--- config.mk ---
export PLATFORM = sky130hd
export DESIGN_NAME = m_unmapping
export DESIGN_NICKNAME = d
export VERILOG_FILES = /design/src/rtl/m_unmapping.sv
export SDC_FILE = /design/constraint.sdc
export NUM_CORES = 1
export LEC_CHECK = 0
export CORE_MARGIN = 8
export CORE_UTILIZATION = 57
export DETAILED_ROUTE_END_ITERATION = 12
export PLACE_DENSITY = 0.85
export REMOVE_ABC_BUFFERS = 1
export SYNTH_ARGS = -nofsm -noshare
export SYNTH_HDL_FRONTEND = slang
export SYNTH_SLANG_ARGS = --single-unit
--- constraint.sdc ---
create_clock -name clk -period 4.2 [get_ports clk]
set_clock_uncertainty 0.15 [all_clocks]
set_input_delay 0.84 -clock clk [delete_from_list [all_inputs] [get_ports clk]]
set_output_delay 0.84 -clock clk [all_outputs]
set_load 0.05 [all_outputs]
--- src/rtl/m_unmapping.sv ---
// Inverse fraction mapper: mapped fraction F -> Mitchell fraction M using a
// 4-region shift-add correction, 2-stage valid/ready pipeline, saturation counter.
module m_unmapping #(
   parameter int wl_m  = 31,
   parameter int wl_m2 = wl_m + 3
) (
   input  logic             clk,
   input  logic             rst,
   input  logic             in_valid,
   output logic             in_ready,
   input  logic [wl_m2-1:0] F,
   output logic             out_valid,
   input  logic             out_ready,
   output logic [wl_m-1:0]  M,
   output logic             sat,
   output logic [15:0]      sat_count,
   input  logic             sat_clr
);

   localparam logic [wl_m2-1:0] K10 = {3'b000, 1'b1, {(wl_m2-4){1'b0}}};
   localparam logic [wl_m2-1:0] K11 = {2'b01, {(wl_m2-2){1'b0}}};

   typedef struct packed {
      logic [1:0]       r;
      logic [wl_m2-1:0] f;
      logic [wl_m2-1:0] sh;
      logic [wl_m2-1:0] k;
   } s1_t;

   logic [2:1]      vld_pipe;
   logic            e1, e2;
   s1_t             s1_d, s1_q;
   logic [wl_m2:0]  sum;
   logic            sat_d;
   logic [wl_m-1:0] m_d;
   logic            unused_lsb;

   assign e2        = !vld_pipe[2] || out_ready;
   assign e1        = !vld_pipe[1] || e2;
   assign in_ready  = e1;
   assign out_valid = vld_pipe[2];

   // Region 01 is identity: shifted operand and constant both stay zero.
   always_comb begin
      s1_d.r  = F[wl_m2-1 -: 2];
      s1_d.f  = F;
      s1_d.sh = '0;
      s1_d.k  = '0;
      unique case (F[wl_m2-1 -: 2])
         2'b00: s1_d.sh = F >> 2;
         2'b10: begin s1_d.sh = F >> 3; s1_d.k = K10; end
         2'b11: begin s1_d.sh = F >> 2; s1_d.k = K11; end
         default: ;
      endcase
   end

   // Upper regions subtract the shifted term, lower regions add it.
   always_comb begin
      if (s1_q.r[1])
         sum = {1'b0, s1_q.f} - {1'b0, s1_q.sh} + {1'b0, s1_q.k};
      else
         sum = {1'b0, s1_q.f} + {1'b0, s1_q.sh} + {1'b0, s1_q.k};
      sat_d = sum[wl_m2];
      m_d   = sat_d ? '1 : sum[wl_m2-1:3];
   end

   assign unused_lsb = ^sum[2:0];

   always_ff @(posedge clk) begin
      if (rst) begin
         vld_pipe <= '0;
         s1_q     <= '0;
         M        <= '0;
         sat      <= 1'b0;
      end else begin
         if (e1) begin
            vld_pipe[1] <= in_valid;
            s1_q        <= s1_d;
         end
         if (e2) begin
            vld_pipe[2] <= vld_pipe[1];
            M           <= m_d;
            sat         <= sat_d;
         end
      end
   end

   // Clear beats a same-cycle increment; counter sticks at all-ones.
   always_ff @(posedge clk) begin
      if (rst || sat_clr)
         sat_count <= '0;
      else if (out_valid && out_ready && sat && sat_count != 16'hFFFF)
         sat_count <= sat_count + 16'd1;
   end

endmodule
After elaboration in Yosys (flattened, before gate mapping)
Index checks and enable logic that the tools add are counted.
{"block": "totals", "inputBits": 39, "elab_cells": 31, "output_inout_bits": 50, "regBits": 154}
{"block": "classes", "mux": 4, "eq_ne": 3, "n_addsub": 5, "reduce_logical": 10}
{"op": "adder 35 x 34 -> 35 bit", "n": 2}
{"op": "case mux 33 bit (2 select lines)", "n": 1}
{"op": "case mux 32 bit (2 select lines)", "n": 1}
{"op": "adder 34 x 34 -> 35 bit", "n": 1}
{"op": "two-way mux 35 bit", "n": 1}
{"op": "subtractor 34 x 34 -> 35 bit", "n": 1}
{"op": "two-way mux 31 bit", "n": 1}
{"op": "adder 16 x 1 -> 16 bit (second input constant)", "n": 1}
{"op": "inequality test 16 bit (second input constant)", "n": 1}
{"op": "equality test 2 bit (second input constant)", "n": 2}
{"op": "logical AND 1 bit", "n": 3}
{"op": "logical OR 1 bit", "n": 3}
{"op": "logical NOT 1 bit", "n": 2}
{"op": "logical NOT 2 bit", "n": 1}
{"op": "OR reduction 2 bit", "n": 1}

Longest topological paths before layout
{"block": "logic_depth", "depth_word": 4, "ltp_mapped": 14, "depth_no_buf": 13}

Least setup slack after synthesis
No wires, ideal clock.
{"block": "synth_path", "kind": "flip-flop to flip-flop", "from": "register s1_q[43] in the netlist's numbering", "to": "register M[6]", "setup_slack_ns": 1.018, "path_stages_with_launch": 14, "required_time_ns": 3.958, "setup_ns": 0.092, "period_less_slack_ns": 3.182, "path_buffers": 1, "arrival_time_ns": 2.940, "path_cell_list": "dfxtp_1 -> inv_1 -> ha_1 -> ha_1 -> nand3_2 -> nor2_1 -> nor3b_2 -> o2111ai_2 -> a211o_1 -> a211oi_2 -> a21oi_2 -> or2_4 -> buf_6 -> a311oi_4"}
{"block": "synth_via", "elab_chain_cells": 4, "elab_cells_between_ends": 6, "cone_classes": "add/sub: 4; mux: 2"}
{"item": "start: declaration", "line": "32", "rtl": "s1_t s1_d, s1_q;"}
{"item": "start signal: assignment", "line": "72", "rtl": "s1_q <= '0;"}
{"item": "start signal: assignment", "line": "78", "rtl": "s1_q <= s1_d;"}
{"item": "adder 34 x 34 -> 35 bit / subtractor 34 x 34 -> 35 bit (equally long branches)", "line": "62, 60"}
{"item": "adder 35 x 34 -> 35 bit, on equally long branches", "line": "62, 60"}
{"item": "two-way mux 35 bit *", "line": "59", "rtl": "if (s1_q.r[1])"}
{"item": "two-way mux 31 bit *", "line": "64", "rtl": "m_d = sat_d ? '1 : sum[wl_m2-1:3];"}
{"item": "end signal: assignment", "line": "82", "rtl": "M <= m_d;"}
{"item": "end: declaration", "line": "14", "rtl": "output logic [wl_m-1:0] M,"}
Mark *: on every way between the ends. The rest lies on a longest branch, timed or not.
A chain may end at the register's enable or synchronous reset.

Final worst setup path
{"block": "layout_path", "from": "register s1_q[36] in the netlist's numbering", "to": "register M[17]"}
The elaborated chain is that of the path after synthesis.

==> metrics.csv <==
metric,value,unit
p_int,0.002671,W
syn_to_final_growth,18.07,%
gp_congestion,0.9399,
yosysSeqAreaShare,26.35,%
cts-root-buf,clkbuf_16,
synth_common_cells,"ha_1, dfxtp_1, a21oi_1, nand2_1, nor2_1",
nets,1345,
cts_resized,0,
stdcell_count,1373,
synth_cell_types,74,
setup_viol,0,
synth_edf_count,0,
dpl.cell_count,1342,
critical_path_arrival,3840,ps
clk_pin_slew,50,ps
grt_util_all_layers,23.88,%
crit_buf_inv,2,
end_kind,flip-flop,
core,15200,um2
drv_cap,0,
diodes,0,
fin_ws,479.9,ps
drtPass1Iterations,5,
clkPwrFrac,38.1,%
initial_core_util,58.48,%
routed_wl,23.45,mm
drc,0,
drive_gt1_share,9.451,%
grt.overflow.total,0,
cellPowerDensity,380.0,nW/um2
grt_start_max_net_pins,100,
synthCells,1103,
postSynth.asyncResetShare,0,%
cts_hold_buffers,0,
num_rows,45,
fin_crit_sh,88.57,%
path_class,flip-flop to flip-flop,
crit_path_start_kind,flip-flop,
p_leak,4.858,nW
port_buffers,88,
cts_max_path_buffers,2,
synth_top_area_cell,dfxtp_1,
drv_slew,0,
grt_pass1_wl,38.65,mm
die_area,19850,um2
critical-path-slowest-cell,or2_4,
synthMostInstantiatedCell,ha_1,
rsz0062_at_grt,no,
pwr-share-seq,31.4,%
synth_ff_type,dfxtp_1,
path_max_fanout,30,
die_h,140.9,um
ios,89,
cts_tree,done,
fmax,268.8,MHz
hold_viol,0,
syn_area_per_cell,8.060,um2
grt_pass1_vias,8063,
worstPathRequired,4320,ps
fin_crit,3720,ps
avgViaCountPerCell,5.971,
vias,8198,
postLayoutCoreUtil,69.05,%
dpl-instance-area,9886,um2
dp_hpwl,16.77,mm
path_cells,inv_1 > ha_1 > inv_1 > ha_1 > or3_1 > o2111ai_2 > a211oi_2 > o21ai_2 > a21oi_2 > o21a_2 > a41oi_2 > or2_4 > a41oi_1,
slew_headroom,34.46,%
peakVddDrop,0.2888,mV
power_frac_comb,30.5,%
tightest_slew,983.1,ps
syn_area,8890,um2
fp.dieW,140.9,um
fin_area,10500,um2
numCtsBuffers,17,
wl_per_cell,17.08,um
critPathMaxStageDelay,540,ps
power.share.switching,33.03,%
hold_path.class,flip-flop to flip-flop,
post-place-ws,543.0,ps
clock-sinks,117,
status,"finished, final reports clean",
yosys_warnings,0,
fill_cells,1236,
antenna_found_initial,0,
htree_levels,4,
p_sw,0.001318,W
first_iter_violations,823,
synth.area.top_cells,"dfxtp_1, ha_1, a21oi_1",
postCtsSetupRepairBufs,0,
synth-seq-cells,117,
cpLargestDelayFamily,compound AO/OA/AOI/OAI gates,
synth_top_area_share,26.35,%
clkLatencyLatePin,430,ps
detail-route-antenna-nets,0,
worst min-delay path, stage by stage, from the launching register on:
cell,delay (ps)
dfxtp_1,310
nand2_1,50
a21oi_1,50
metrics by stage:
step / setup TNS (ps) / power (W) / hold WS (ps)
6_report: 0 / 0.003989 / 302.8
3_5_place_dp: 0 / 0.002463 / 297.5
4_1_cts: 0 / 0.003989 / 305.2
3_3_place_gp: 0 / 0.002437 / 291.1
5_1_grt: 0 / 0.004166 / 320.8
2_1_floorplan: -402.2 / 0.002122 / 275.8
cell type report:
class | instances | area (um2) | area share [%]
Multi-Input combinational cell | 850 | 6016 | 57.31
Sequential cell | 117 | 2342 | 22.32
Timing Repair Buffer | 100 | 965.9 | 9.203
Clock buffer | 23 | 488.0 | 4.649
Inverter | 87 | 326.6 | 3.111
Tap cell | 188 | 235.2 | 2.241
Clock inverter | 8 | 122.6 | 1.168
cells by family (layout without fill, tap and decap cells):
group / after synthesis / in the layout / share of synthesized area (%)
compound gates: 307 / 307 / 24.46
fa+ha+maj: 133 / 133 / 18.89
flops: 117 / 117 / 26.35
xor+xnor: 54 / 54 / 5.320
buf+inv: 136 / 218 / 5.996
mux: 9 / 9 / 1.013
simple gates: 347 / 347 / 17.97
placed cells by master (no fill, tap or decap), types with 24 or more instances in the layout:
cell	netlist	routed
xnor2_1	32	32
a211oi_2	26	26
nor3_1	45	45
ha_1	131	131
clkdlybuf4s50_1	0	86
o21ai_0	34	34
a21oi_1	113	113
a22oi_1	30	30
nand2_1	113	113
a21o_1	24	24
dfxtp_1	117	117
inv_1	86	86
nor2_1	110	110
path summary, 6_finish.rpt:
kind             from       end  slack (ps)  cells past startpoint
max          s1_q[36]     M[17]         480                     13
min          s1_q[30]  s1_q[30]         300                      2
max reg2reg  s1_q[36]     M[17]         480                     13
min reg2reg  s1_q[30]  s1_q[30]         300                      2
layer usage:
metal	routed length, um	vias up	share of wire [%]	track usage, %
met4	754	0	3.2	10.80
met1	9877	3845	42	27.81
met2	11340	283	48	41.61
met3	1481	57	6.3	4.693
met5	0	-	0	0
li1	-	4013	-	-
registers in the layout, summed over array words and instances (netlist names):
name / flops
s1_q: 67
M: 31
sat_count: 16
vld_pipe: 2
sat: 1
power groups by stage:
stage               clock network (W)  registers (W)  logic [W]
global route                  0.00158        0.00126    0.00132
CTS                           0.00153        0.00125    0.00121
finish                        0.00152        0.00125    0.00122
floorplan                           0        0.00141   0.000710
detailed placement                  0        0.00127    0.00119
global placement                    0        0.00127    0.00117
No activity file was read; power rests on OpenSTA's default activity.
